File: config.mk
export PLATFORM = sky130hd
export DESIGN_NAME = param_shift_sequencer
export DESIGN_NICKNAME = d
export VERILOG_FILES = /design/src/rtl/param_shift_sequencer.sv
export SDC_FILE = /design/constraint.sdc
export NUM_CORES = 1
export LEC_CHECK = 0
export ABC_AREA = 1
export BUFFER_PORTS_ARGS = -buffer_cell sky130_fd_sc_hd__buf_2
export CAP_MARGIN = 20
export CORE_MARGIN = 10
export CORE_UTILIZATION = 30
export CTS_CLUSTER_DIAMETER = 80
export CTS_CLUSTER_SIZE = 24
export DETAILED_ROUTE_END_ITERATION = 8
export PLACE_DENSITY = 0.55
export SETUP_SLACK_MARGIN = 0.2
export SYNTH_ARGS = -nofsm -noshare
export SYNTH_HDL_FRONTEND = slang
export SYNTH_SLANG_ARGS = --single-unit
File: constraint.sdc
create_clock -name Clk -period 2.5 [get_ports Clk]
set_input_delay 0.125 -clock Clk [delete_from_list [all_inputs] [get_ports Clk]]
set_output_delay 0.125 -clock Clk [all_outputs]
set_load 0.02 [all_outputs]
File: src/rtl/param_shift_sequencer.sv
`default_nettype none
// ============================================================================
// Module   : param_shift_sequencer
// Brief    : Universal WIDTH-bit shift register (8 modes) with a multi-cycle
//            "shift by N" command using a Start/Busy/Done handshake.
// Revision : 1.0 - initial release
// ============================================================================
module param_shift_sequencer #(
    parameter int WIDTH   = 32,
    parameter int SHAMT_W = 5
) (
    input  logic               Clk,
    input  logic               Reset,
    input  logic [2:0]         Mode,
    input  logic [WIDTH-1:0]   Parallel_in,
    input  logic               LS_in,
    input  logic               RS_in,
    input  logic               Start,
    input  logic [SHAMT_W-1:0] Shamt,
    output logic [WIDTH-1:0]   Parallel_Output,
    output logic               LS_out,
    output logic               RS_out,
    output logic               Busy,
    output logic               Done
);

    localparam logic [2:0] c_HOLD = 3'b000;
    localparam logic [2:0] c_SR   = 3'b001;
    localparam logic [2:0] c_SL   = 3'b010;
    localparam logic [2:0] c_LOAD = 3'b011;
    localparam logic [2:0] c_ROR  = 3'b100;
    localparam logic [2:0] c_ROL  = 3'b101;
    localparam logic [2:0] c_ASR  = 3'b110;
    localparam logic [2:0] c_CLR  = 3'b111;

    typedef enum logic [1:0] {
        S_IDLE = 2'd0,
        S_RUN  = 2'd1,
        S_DONE = 2'd2
    } state_t;

    state_t               r_state, w_state_nxt;
    logic [WIDTH-1:0]     r_q, w_q_nxt;
    logic [SHAMT_W-1:0]   r_count, w_count_nxt;
    logic [2:0]           r_mode, w_mode_nxt;
    logic                 w_is_shift;

    // One step of the selected operation; serial inputs are always taken live.
    function automatic logic [WIDTH-1:0] f_step(
        input logic [2:0]       mode,
        input logic [WIDTH-1:0] q,
        input logic [WIDTH-1:0] pin,
        input logic             ls,
        input logic             rs
    );
        logic [WIDTH-1:0] v_res;
        case (mode)
            c_HOLD:  v_res = q;
            c_SR:    v_res = {rs, q[WIDTH-1:1]};
            c_SL:    v_res = {q[WIDTH-2:0], ls};
            c_LOAD:  v_res = pin;
            c_ROR:   v_res = {q[0], q[WIDTH-1:1]};
            c_ROL:   v_res = {q[WIDTH-2:0], q[WIDTH-1]};
            c_ASR:   v_res = {q[WIDTH-1], q[WIDTH-1:1]};
            c_CLR:   v_res = '0;
            default: v_res = q;
        endcase
        return v_res;
    endfunction

    assign w_is_shift = (Mode == c_SR) || (Mode == c_SL) || (Mode == c_ROR) ||
                        (Mode == c_ROL) || (Mode == c_ASR);

    always_ff @(posedge Clk or negedge Reset) begin
        if (!Reset) begin
            r_state <= S_IDLE;
            r_q     <= '0;
            r_count <= '0;
            r_mode  <= c_HOLD;
        end else begin
            r_state <= w_state_nxt;
            r_q     <= w_q_nxt;
            r_count <= w_count_nxt;
            r_mode  <= w_mode_nxt;
        end
    end

    always_comb begin
        w_state_nxt = r_state;
        w_q_nxt     = r_q;
        w_count_nxt = r_count;
        w_mode_nxt  = r_mode;
        case (r_state)
            S_IDLE: begin
                if (!Start) begin
                    w_q_nxt = f_step(Mode, r_q, Parallel_in, LS_in, RS_in);
                end else if (Shamt == '0) begin
                    w_state_nxt = S_DONE;
                end else if (w_is_shift) begin
                    w_mode_nxt  = Mode;
                    w_count_nxt = Shamt;
                    w_state_nxt = S_RUN;
                end else begin
                    w_q_nxt     = f_step(Mode, r_q, Parallel_in, LS_in, RS_in);
                    w_state_nxt = S_DONE;
                end
            end
            S_RUN: begin
                w_q_nxt     = f_step(r_mode, r_q, Parallel_in, LS_in, RS_in);
                w_count_nxt = r_count - SHAMT_W'(1);
                if (r_count == SHAMT_W'(1)) begin
                    w_state_nxt = S_DONE;
                end
            end
            S_DONE: begin
                w_state_nxt = S_IDLE;
            end
            default: begin
                w_state_nxt = S_IDLE;
            end
        endcase
    end

    assign Parallel_Output = r_q;
    assign LS_out          = r_q[WIDTH-1];
    assign RS_out          = r_q[0];
    assign Busy            = (r_state == S_RUN);
    assign Done            = (r_state == S_DONE);

endmodule
`default_nettype wire

==> run_results.csv, run 1 <==
group,metric,value,unit
synth,synth_top_family_by_area,"simple AND/OR/NAND/NOR gates",
clock_tree,root_buffer,"clkbuf_16",
placement,dp_worst_setup_slack,0.765,ns
pwr,pwr-share-seq,0.259,
status,run_status,"finished, final reports clean",
synth,synth_nets,697,
placement,buffer_ports.inserted,80,
drt,drc,0,
drt,route.antenna.remaining_nets,0,
sta,setup-tns-final,0,ns
synth,simple_gate_fraction_of_synth_area,0.595,
setup_path,cp-start-kind,"flip-flop",
pwr,internal_power_component,2180,µW
synth,post_synth_top_area_share,0.353,
global_routing,grtUsageMet2,0.262,
synth,ys_top_cells_by_area,"nand2_1 (35%), dfrtp_1 (28%), nand3_1 (15%), nand4_1 (6.7%), buf_2 (2.7%)",
setup_path,cp-end-kind,"flip-flop",
sta,setup_ws,0.774,ns
final_layout,drive_above_1_share,0.168,
floorplan,floorplan.io_pins,81,
floorplan,floorplan.rows,40,
global_routing,maximum_number_of_pins_on_one_net_before_global_route_repair,42,
synth,synth.avg_cell_area,5.72,µm²
drt,via_total_after_detailed_routing,4497,
final_layout,synthToLayoutAreaGrowth,17.5,%
drt,route.detailed.vias_per_inst,5.13,
clock_tree,clkTransAtPathRegs,0.06,ns
worst_hold_path,worstHoldPathType,"in -> reg",
global_routing,grt-ovfl-total,0,
run,max_cap_viol_count,0,
global_routing,vias_in_the_first_global_route,4358,
clock_tree,max-clock-path-buffers,2,
final_layout,stdcell_area,4370,µm²
floorplan,core-area,12100,µm²
final_layout,n_fill_cell,1326,
pwr,leakage_component_of_the_power,0.00242,µW
clock_tree,htree_num_levels,2,
sta,maxSlewViolCount,0,
synth,post_synth_num_cell_types,24,
floorplan,die_width,131,µm
synth,synth_top_cell_by_area,"nand2_1",
final_layout,antenna-diode-count,0,
clock_tree,cts.repair.resized,0,
drt,avgRoutedWirePerCell,15.7,µm
setup_path,setup.worst_path.class,"reg -> reg",
sta,clock_skew,0.00503,ns
pwr,clock_power_share,0.137,
sta,fin_crit_sh,0.690,
synth,ys.flop_type,"dfrtp_1",
synth,yosys.area_share.adder,0.00673,
synth,postSynthRegisterBits,42,
drt,detailedRoute.firstIterationViolations,545,
clock_tree,clock_sink_count,42,
synth,asyncSetResetFlopFracSynth,1.00,
final_layout,final_stage_net_count,757,
floorplan,fp.dieArea,17200,µm²
synth,synth.cells.most_frequent,"nand2_1 (350), nand3_1 (109), dfrtp_1 (42), nand4_1 (40), buf_2 (20)",
global_routing,met1_usage_in_global_routing,0.191,
synth,synth.mux.area_fraction,0.00269,
global_routing,grt_util_all_layers,0.155,
clock_tree,cts-buffers-inserted,5,
sta,setup_viol,0,
placement,placed_wire_length_estimate_after_detailed_placement,9.07,mm
setup_path,crit_arrival,1.95,ns
placement,finalWeightedCongestion,0.821,
pwr,comb_power_share,0.604,
floorplan,starting_utilization_of_the_core_area,0.308,
global_routing,busiest_layer,"met2",
global_routing,globalRouteMet3Util,0.0290,
setup_path,crit_fanout,31,
final_layout,finalCoreUtilization,0.362,
final_layout,sequential_cell_area,1050,µm²
synth,sequential_fraction_of_the_synthesis_area,0.283,
floorplan,die_height,131,µm
drt,wirelength,13.8,mm
sta,grt_setup_unrepaired,"no",
final_layout,stdcell_count,877,
sta,fin_crit,1.73,ns
setup_path,cp_data_required_time,2.73,ns
global_routing,grt_pass1_wl,22.7,mm
sta,slew_headroom,0.594,
synth,synthesized_area_fraction_occupied_by_ao_oa_aoi_and_oai_cells,0.0215,
sta,maxClockFrequency,579,MHz
sta,final_count_of_hold_timing_violations,0,
clock_tree,clock_latency,0.29,ns
clock_tree,clock_tree_from_tritoncts,"done",
global_routing,antenna_found_initial,0,
synth,synth_area,3720,µm²
placement,post_place_instance_area,4220,µm²
pwr,switching_share,0.549,
pwr,peakVddDrop,0.476,mV
synth,number_of_standard_cells_after_synthesis,650,
pwr,pwr_density_cell,1110,nW/µm²
synth,post_synth_xor_area_fraction,0.00236,
sta,worst_slew_pin_slew,0.608,ns
synth,count_of_flip_flops_with_a_built_in_enable_after_synthesis,0,
synth,ys_warn_count,0,
drt,drtPass1Iterations,5,
placement,placed_cells,870,
final_layout,multi_input_area,2340,µm²
pwr,p_sw,2660,µW
synth,post-synth-top-count-cell,"nand2_1",
repair_timing:
action                                 CTS  global route
endpoints found under the hold margin   17             0
hold buffers                             1             0
setup buffers                            0             0
cell usage in the layout, fill, tap and decap left out, types with 2 or more instances in the layout:
cell type,instances
nand3_1,109
nor2_1,14
clkbuf_16,5
buf_4,18
inv_2,8
o21ai_1,4
o21ai_0,6
ha_1,2
dfrtp_1,42
nand4_1,40
nand2_1,350
nor2_2,4
a31oi_1,4
inv_1,14
buf_2,80
power groups by stage:
stage	registers, µW	logic, µW	clock network, µW
after floorplan	1320	2030	0
after global placement	1260	2900	0
after detailed placement	1260	2930	0
after CTS	1250	2940	680
after global routing	1300	3270	707
final	1250	2920	665
cell families after synthesis:
group | count (synthesis)
AND/OR/NAND/NOR | 521
buffers and inverters | 68
adder cells (fa/ha/maj) | 2
AO/OA/AOI/OAI | 15
flip-flops | 42
multiplexers | 1
XOR/XNOR | 1
worst max-delay path, stage by stage, from the launching register on:
cell and delay [ns]:
dfrtp_1 0.37, buf_4 0.21, nor2_1 0.09, a31oi_1 0.22
nand3_2 0.12, inv_2 0.46, nand2_1 0.11, nand2_1 0.08
per-layer routing:
| metal | part of all wire | wire, µm |
|---|---|---|
| met2 | 0.48 | 6630 |
| met4 | 0.016 | 221 |
| met1 | 0.45 | 6210 |
| met3 | 0.051 | 695 |
| met5 | 0 | 0 |
layout make-up:
cell class | count | area share
Timing Repair Buffer | 99 | 0.125
Inverter | 22 | 0.0189
Clock buffer | 6 | 0.0318
Multi-Input combinational cell | 540 | 0.536
Tap cell | 168 | 0.0481
Sequential cell | 42 | 0.241
metrics by stage:
| stage | power (µW) | hold slack [ns] |
|---|---|---|
| floorplan | 3360 | -0.171 |
| global placement | 4160 | 0.119 |
| detailed placement | 4190 | 0.131 |
| CTS | 4880 | 0.141 |
| global route | 5280 | 0.157 |
| finish | 4840 | 0.140 |
sequential cells by signal, summed over array words and instances, names as in the netlist:
signal,count
Parallel_Output,32
r_count,5
r_mode,3
r_state,2
path summary, 6_finish.rpt:
check,startpoint,endpoint,slack (ns),depth (start not counted)
setup / recovery,r_mode[0]$_DFFE_PN0P_,Parallel_Output[0]$_DFFE_PN0P_,0.77,7
hold reg to reg,r_count[1]$_DFFE_PN0P_,r_count[1]$_DFFE_PN0P_,0.51,2
hold / removal,Shamt[2],r_count[2]$_DFFE_PN0P_,0.14,3
max in group asynchronous,Reset,r_mode[2]$_DFFE_PN0P_,1.42,3
setup reg to reg,r_mode[0]$_DFFE_PN0P_,Parallel_Output[0]$_DFFE_PN0P_,0.77,7
min in group asynchronous,Reset,r_count[1]$_DFFE_PN0P_,0.33,2
Note: power is estimated with default switching activity, not from simulation.
==> inputs of run 2 (changes only) <==
==> constraint.sdc (replaced) <==
create_clock -name Clk -period 1.61 [get_ports Clk]
set_input_delay 0.0805 -clock Clk [delete_from_list [all_inputs] [get_ports Clk]]
set_output_delay 0.0805 -clock Clk [all_outputs]
set_load 0.02 [all_outputs]
==> run 2 against run 1 <==
  * Routed wire length up 9.4%
  * Worst hold slack got worse by 0.042 ns
  * Maximum frequency increased by 18%
  * Clock power up 58%
  * Critical endpoint is now Parallel_Output[8]$_DFFE_PN0P_
  * Largest power group unchanged
==> run_results.csv, run 2 (synthesis gave the netlist of run 1 again) <==
group,metric,value,unit
clock_tree,clock_sink_count,42,
final_layout,number_of_flip_flops_in_the_largest_register,32,
clock_tree,root_buffer,"clkbuf_16",
placement,post_place_instance_area,4380,µm²
final_layout,final_stage_net_count,790,
global_routing,grt-ovfl-total,0,
floorplan,core-area,12100,µm²
sta,hold-worst-slack,0.0984,ns
drt,drc,0,
clock_tree,max-clock-path-buffers,2,
floorplan,die_width,131,µm
floorplan,fp.dieArea,17200,µm²
sta,worst_slew_pin_slew,0.548,ns
sta,maxSlewViolCount,0,
sta,setup_viol,0,
placement,buffer_ports.inserted,80,
status,run_status,"finished, final reports clean",
clock_tree,clock_tree_from_tritoncts,"done",
pwr,pwr_density_cell,1880,nW/µm²
final_layout,stdcell_area,5050,µm²
final_layout,finalCoreUtilization,0.419,
drt,route.antenna.remaining_nets,0,
sta,fin_crit_sh,0.905,
floorplan,die_height,131,µm
worst_hold_path,worstHoldPathType,"in -> reg",
global_routing,grt_pass1_wl,23.7,mm
run,max_cap_viol_count,0,
final_layout,commonest_non_fill_non_tap_cell_in_the_layout,"nand2_1",
final_layout,drive_above_1_share,0.235,
sta,maxClockFrequency,686,MHz
floorplan,starting_utilization_of_the_core_area,0.308,
clock_tree,htree_num_levels,2,
sta,fin_crit,1.46,ns
pwr,peakVddDrop,0.682,mV
final_layout,antenna-diode-count,0,
clock_tree,cts-buffers-inserted,5,
final_layout,n_fill_cell,1241,
sta,grt_setup_unrepaired,"yes",
sta,setup-tns-final,0,ns
setup_path,crit_fanout,6,
sta,slew_headroom,0.635,
drt,via_total_after_detailed_routing,4794,
final_layout,synthToLayoutAreaGrowth,35.9,%
global_routing,grt_util_all_layers,0.161,
global_routing,vias_in_the_first_global_route,4610,
floorplan,floorplan.rows,40,
clock_tree,clock_latency,0.29,ns
global_routing,maximum_number_of_pins_on_one_net_before_global_route_repair,32,
final_layout,mostFrequentLayoutCells,"nand2_1 (335), nand3_1 (107), buf_2 (80), dfrtp_1 (40), nand4_1 (40)",
floorplan,floorplan.io_pins,81,
sta,clock_skew,0.00900,ns
placement,finalWeightedCongestion,0.827,
setup_path,cp_data_required_time,1.79,ns
setup_path,setup.worst_path.class,"reg -> reg",
placement,placed_wire_length_estimate_after_detailed_placement,9.45,mm
drt,detailedRoute.firstIterationViolations,507,
drt,avgRoutedWirePerCell,16.5,µm
drt,wirelength,15.1,mm
clock_tree,clkTransAtPathRegs,0.06,ns
drt,drtPass1Iterations,5,
pwr,leakage_component_of_the_power,0.00273,µW
setup_path,crit_arrival,1.64,ns
sta,final_count_of_hold_timing_violations,0,
drt,route.detailed.vias_per_inst,5.26,
setup_path,cp-start-kind,"flip-flop",
setup_path,cp-end-kind,"flip-flop",
global_routing,antenna_found_initial,0,
## run 2: worst max-delay path, stage by stage (launching register included)
cell	delay [ns]
dfrtp_1	0.42
nor2_4	0.08
buf_6	0.12
a31oi_4	0.17
nand3_4	0.11
buf_12	0.16
clkbuf_16	0.17
nand2_1	0.06
nand2_1	0.05
## run 2: cell type report
type | count | area, µm² | share of cell area
Inverter | 22 | 108 | 0.0213
Clock buffer | 7 | 143 | 0.0282
Tap cell | 168 | 210 | 0.0416
Timing Repair Buffer | 130 | 1040 | 0.206
Sequential cell | 42 | 1050 | 0.209
Clock inverter | 1 | 5.00 | 0.000991
Multi-Input combinational cell | 540 | 2470 | 0.489
Timing Repair inverter | 2 | 20.0 | 0.00396
## run 2: timing repair
action	CTS	global route
resized for setup	23	45
hold buffers	1	0
endpoints found under the hold margin	19	0
cloned	2	7
pin swaps	3	13
setup buffers	3	8
endpoints found under the setup margin	37	41
## run 2: through the flow
step | worst slack, ns | std cells | power [µW]
floorplan | 0.279 | 650 | 5220
global placement | -0.0497 | 883 | 6710
detailed placement | -0.0718 | 883 | 6760
CTS | 0.196 | 897 | 8400
global route | 0.0863 | 912 | 10200
finish | 0.152 | 912 | 9500
## run 2: power by group
group | total (µW) | switching [µW] | internal [µW] | leakage (µW)
registers | 1970 | 549 | 1420 | 0.000548
clock network | 1050 | 438 | 616 | 0.0000739
logic | 6480 | 3900 | 2580 | 0.00211
total | 9500 | 4890 | 4620 | 0.00273
## run 2: layer usage
layer  part of all wire  routed length, µm  track usage  vias to the layer above
met5                  0                  0            0                        -
met4              0.017                263       0.0396                        0
met3              0.065                976       0.0255                       19
met2               0.48               7270        0.267                      197
met1               0.43               6550        0.212                     2277
li1                   -                  -            -                     2301
## run 2: final timing paths
path                       cells after the start              startpoint  slack, ns                             end
max                                            8   r_mode[2]$_DFFE_PN0P_       0.15  Parallel_Output[8]$_DFFE_PN0P_
min                                            3                Shamt[2]        0.1          r_count[2]$_DFFE_PN0P_
max reg2reg                                    8   r_mode[2]$_DFFE_PN0P_       0.15  Parallel_Output[8]$_DFFE_PN0P_
min reg2reg                                    2  r_count[1]$_DFFE_PN0P_       0.50          r_count[1]$_DFFE_PN0P_
max in group asynchronous                      3                   Reset       0.76           r_mode[0]$_DFFE_PN0P_
min in group asynchronous                      2                   Reset       0.31          r_count[1]$_DFFE_PN0P_
==> inputs of run 3 (changes only) <==
--- a/config.mk
+++ b/config.mk
@@ -8,13 +8,15 @@
 export ABC_AREA = 1
 export BUFFER_PORTS_ARGS = -buffer_cell sky130_fd_sc_hd__buf_2
 export CAP_MARGIN = 20
-export CORE_MARGIN = 10
+export CORE_MARGIN = 1.5
 export CORE_UTILIZATION = 30
 export CTS_CLUSTER_DIAMETER = 80
 export CTS_CLUSTER_SIZE = 24
 export DETAILED_ROUTE_END_ITERATION = 8
+export GPL_ROUTABILITY_DRIVEN = 0
 export PLACE_DENSITY = 0.55
 export SETUP_SLACK_MARGIN = 0.2
+export SKIP_CTS_REPAIR_TIMING = 1
 export SYNTH_ARGS = -nofsm -noshare
 export SYNTH_HDL_FRONTEND = slang
 export SYNTH_SLANG_ARGS = --single-unit
==> run 3 against run 2 <==
  * Via count shrank 2.9%
  * First-iteration DRC count is 30% lower
  * Sequential power is essentially flat
  * Maximum frequency increased by 0.72%
  * Critical endpoint is now Parallel_Output[30]$_DFFE_PN0P_
  * Critical path depth fell by 1
  * Cell area down 2.9%
  * Total power down 4.4%
  * Cell count shrank 1.8%
  * Highest routed layer unchanged
  * Routed wire length down 8.2%
==> run_results.csv, run 3 (synthesis gave the netlist of run 1 again) <==
group,metric,value,unit
status,run_status,"finished, final reports clean",
clock_tree,clkTransAtPathRegs,0.06,ns
sta,worst_slew_pin_slew,0.454,ns
drt,route.antenna.remaining_nets,0,
setup_path,setup.worst_path.class,"reg -> reg",
worst_hold_path,worst_hold_startpoint,"Shamt[2]",
sta,grt_setup_unrepaired,"yes",
sta,clock_skew,0.00569,ns
sta,fin_crit,1.45,ns
drt,drtPass1Iterations,4,
floorplan,core-area,12100,µm²
final_layout,antenna-diode-count,0,
setup_path,crit_fanout,31,
final_layout,number_of_flip_flops_in_the_largest_register,32,
worst_hold_path,min_to,"r_count[2]$_DFFE_PN0P_",
setup_path,crit_arrival,1.67,ns
placement,placed_wire_length_estimate_after_detailed_placement,8.67,mm
clock_tree,root_buffer,"clkbuf_16",
floorplan,die_width,114,µm
final_layout,mostFrequentLayoutCells,"nand2_1 (345), nand3_1 (108), buf_2 (81), dfrtp_1 (40), nand4_1 (40)",
run,max_cap_viol_count,0,
global_routing,antenna_found_initial,0,
final_layout,finalCoreUtilization,0.407,
pwr,peakVddDrop,0.796,mV
setup_path,crit_family,"simple AND/OR/NAND/NOR gates",
pwr,leakage_component_of_the_power,0.00263,µW
final_layout,commonest_non_fill_non_tap_cell_in_the_layout,"nand2_1",
sta,fin_crit_sh,0.899,
floorplan,starting_utilization_of_the_core_area,0.308,
placement,buffer_ports.inserted,80,
setup_path,worst_setup_slack_for_register_to_register_paths,0.16,ns
setup_path,reg2reg_to,"Parallel_Output[30]$_DFFE_PN0P_",
sta,setup_viol,0,
setup_path,crit_path_frequent_cell,"nand2_1",
pwr,pwr_density_cell,1850,nW/µm²
sta,maxSlewViolCount,0,
sta,maxClockFrequency,691,MHz
floorplan,die_height,114,µm
setup_path,critical_path_cell_count,7,
drt,route.detailed.vias_per_inst,5.20,
sta,setup-tns-final,0,ns
sta,slew_headroom,0.697,
worst_hold_path,worstHoldPathType,"in -> reg",
clock_tree,htree_num_levels,2,
sta,final_count_of_hold_timing_violations,0,
setup_path,worst-r2r-cell-count,7,
setup_path,cp_data_required_time,1.84,ns
setup_path,crit-reg2reg-launch,"r_state[1]$_DFFE_PN0P_",
global_routing,grt_util_all_layers,0.204,
global_routing,grt-ovfl-total,0,
clock_tree,max-clock-path-buffers,2,
setup_path,cp-start-kind,"flip-flop",
clock_tree,cts-buffers-inserted,5,
floorplan,floorplan.io_pins,81,
setup_path,cp_slowest_cell,"dfrtp_2",
clock_tree,clock_sink_count,42,
setup_path,cp-end-kind,"flip-flop",
setup_path,critPathBufInv,2,
final_layout,drive_above_1_share,0.205,
worst_hold_path,worst_hold_path.num_cells,3,
drt,via_total_after_detailed_routing,4657,
clock_tree,clock_tree_from_tritoncts,"done",
floorplan,floorplan.rows,40,
setup_path,crit_path_largest_cell_delay,0.45,ns
drt,drc,0,
clock_tree,clock_latency,0.29,ns
setup_path,worstPathCellList,"nor2_4 > inv_2 > nand3_1 > nand3_4 > inv_8 > nand2_1 > nand2_1",
floorplan,fp.dieArea,13100,µm²
drt,avgRoutedWirePerCell,15.4,µm
final_layout,synthToLayoutAreaGrowth,31.9,%
drt,wirelength,13.8,mm
final_layout,final_stage_net_count,774,
global_routing,grt_pass1_wl,21.4,mm
global_routing,vias_in_the_first_global_route,4218,
global_routing,maximum_number_of_pins_on_one_net_before_global_route_repair,42,
drt,detailedRoute.firstIterationViolations,357,
[run 3: stage by stage]
| step | hold WS (ns) | instance area, µm² | std cells | setup WS, ns | total power (µW) |
|---|---|---|---|---|---|
| floorplan | -0.215 | 3720 | 650 | 0.279 | 5220 |
| global placement | 0.0607 | 4310 | 876 | 0.0540 | 6610 |
| detailed placement | 0.0669 | 4310 | 876 | 0.0168 | 6680 |
| CTS | -0.238 | 4480 | 884 | -0.0519 | 7850 |
| global route | 0.152 | 4900 | 896 | 0.0868 | 9760 |
| finish | 0.110 | 4900 | 896 | 0.163 | 9090 |
[run 3: tightest hold or removal path, cell delays in order]
cell,delay [ns]
buf_2,0.09
mux2i_1,0.06
o21ai_1,0.12
[run 3: routing by layer]
layer / part of all wire / vias to the layer above / GRT usage
met5: 0 / - / 0
met3: 0.069 / 13 / 0.0302
met1: 0.44 / 2190 / 0.273
met4: 0.011 / 0 / 0.0608
li1: - / 2272 / -
met2: 0.48 / 182 / 0.341
[run 3: worst max-delay path by stage]
stage	startpoint	end	slack, ns
global placement	r_mode[2]$_DFFE_PN0P_	Parallel_Output[27]$_DFFE_PN0P_	0.05
finish	r_state[1]$_DFFE_PN0P_	Parallel_Output[30]$_DFFE_PN0P_	0.16
global route	r_state[1]$_DFFE_PN0P_	Parallel_Output[19]$_DFFE_PN0P_	0.09
CTS	r_state[1]$_DFFE_PN0P_	Busy	-0.05
detailed placement	r_mode[0]$_DFFE_PN0P_	Parallel_Output[30]$_DFFE_PN0P_	0.02
floorplan	r_mode[0]$_DFFE_PN0P_	Parallel_Output[1]$_DFFE_PN0P_	0.28
[run 3: power by group]
group | internal, µW | total (µW) | switching [µW]
logic | 2320 | 5980 | 3660
registers | 1420 | 1970 | 553
clock network | 703 | 1140 | 435
total | 4440 | 9090 | 4650
[run 3: cell type report]
class	count	area, µm²
Clock buffer	8	166
Multi-Input combinational cell	540	2440
Fill cell	1308	7160
Timing Repair Buffer	116	932
Sequential cell	42	1050
Inverter	22	103
Tap cell	168	210
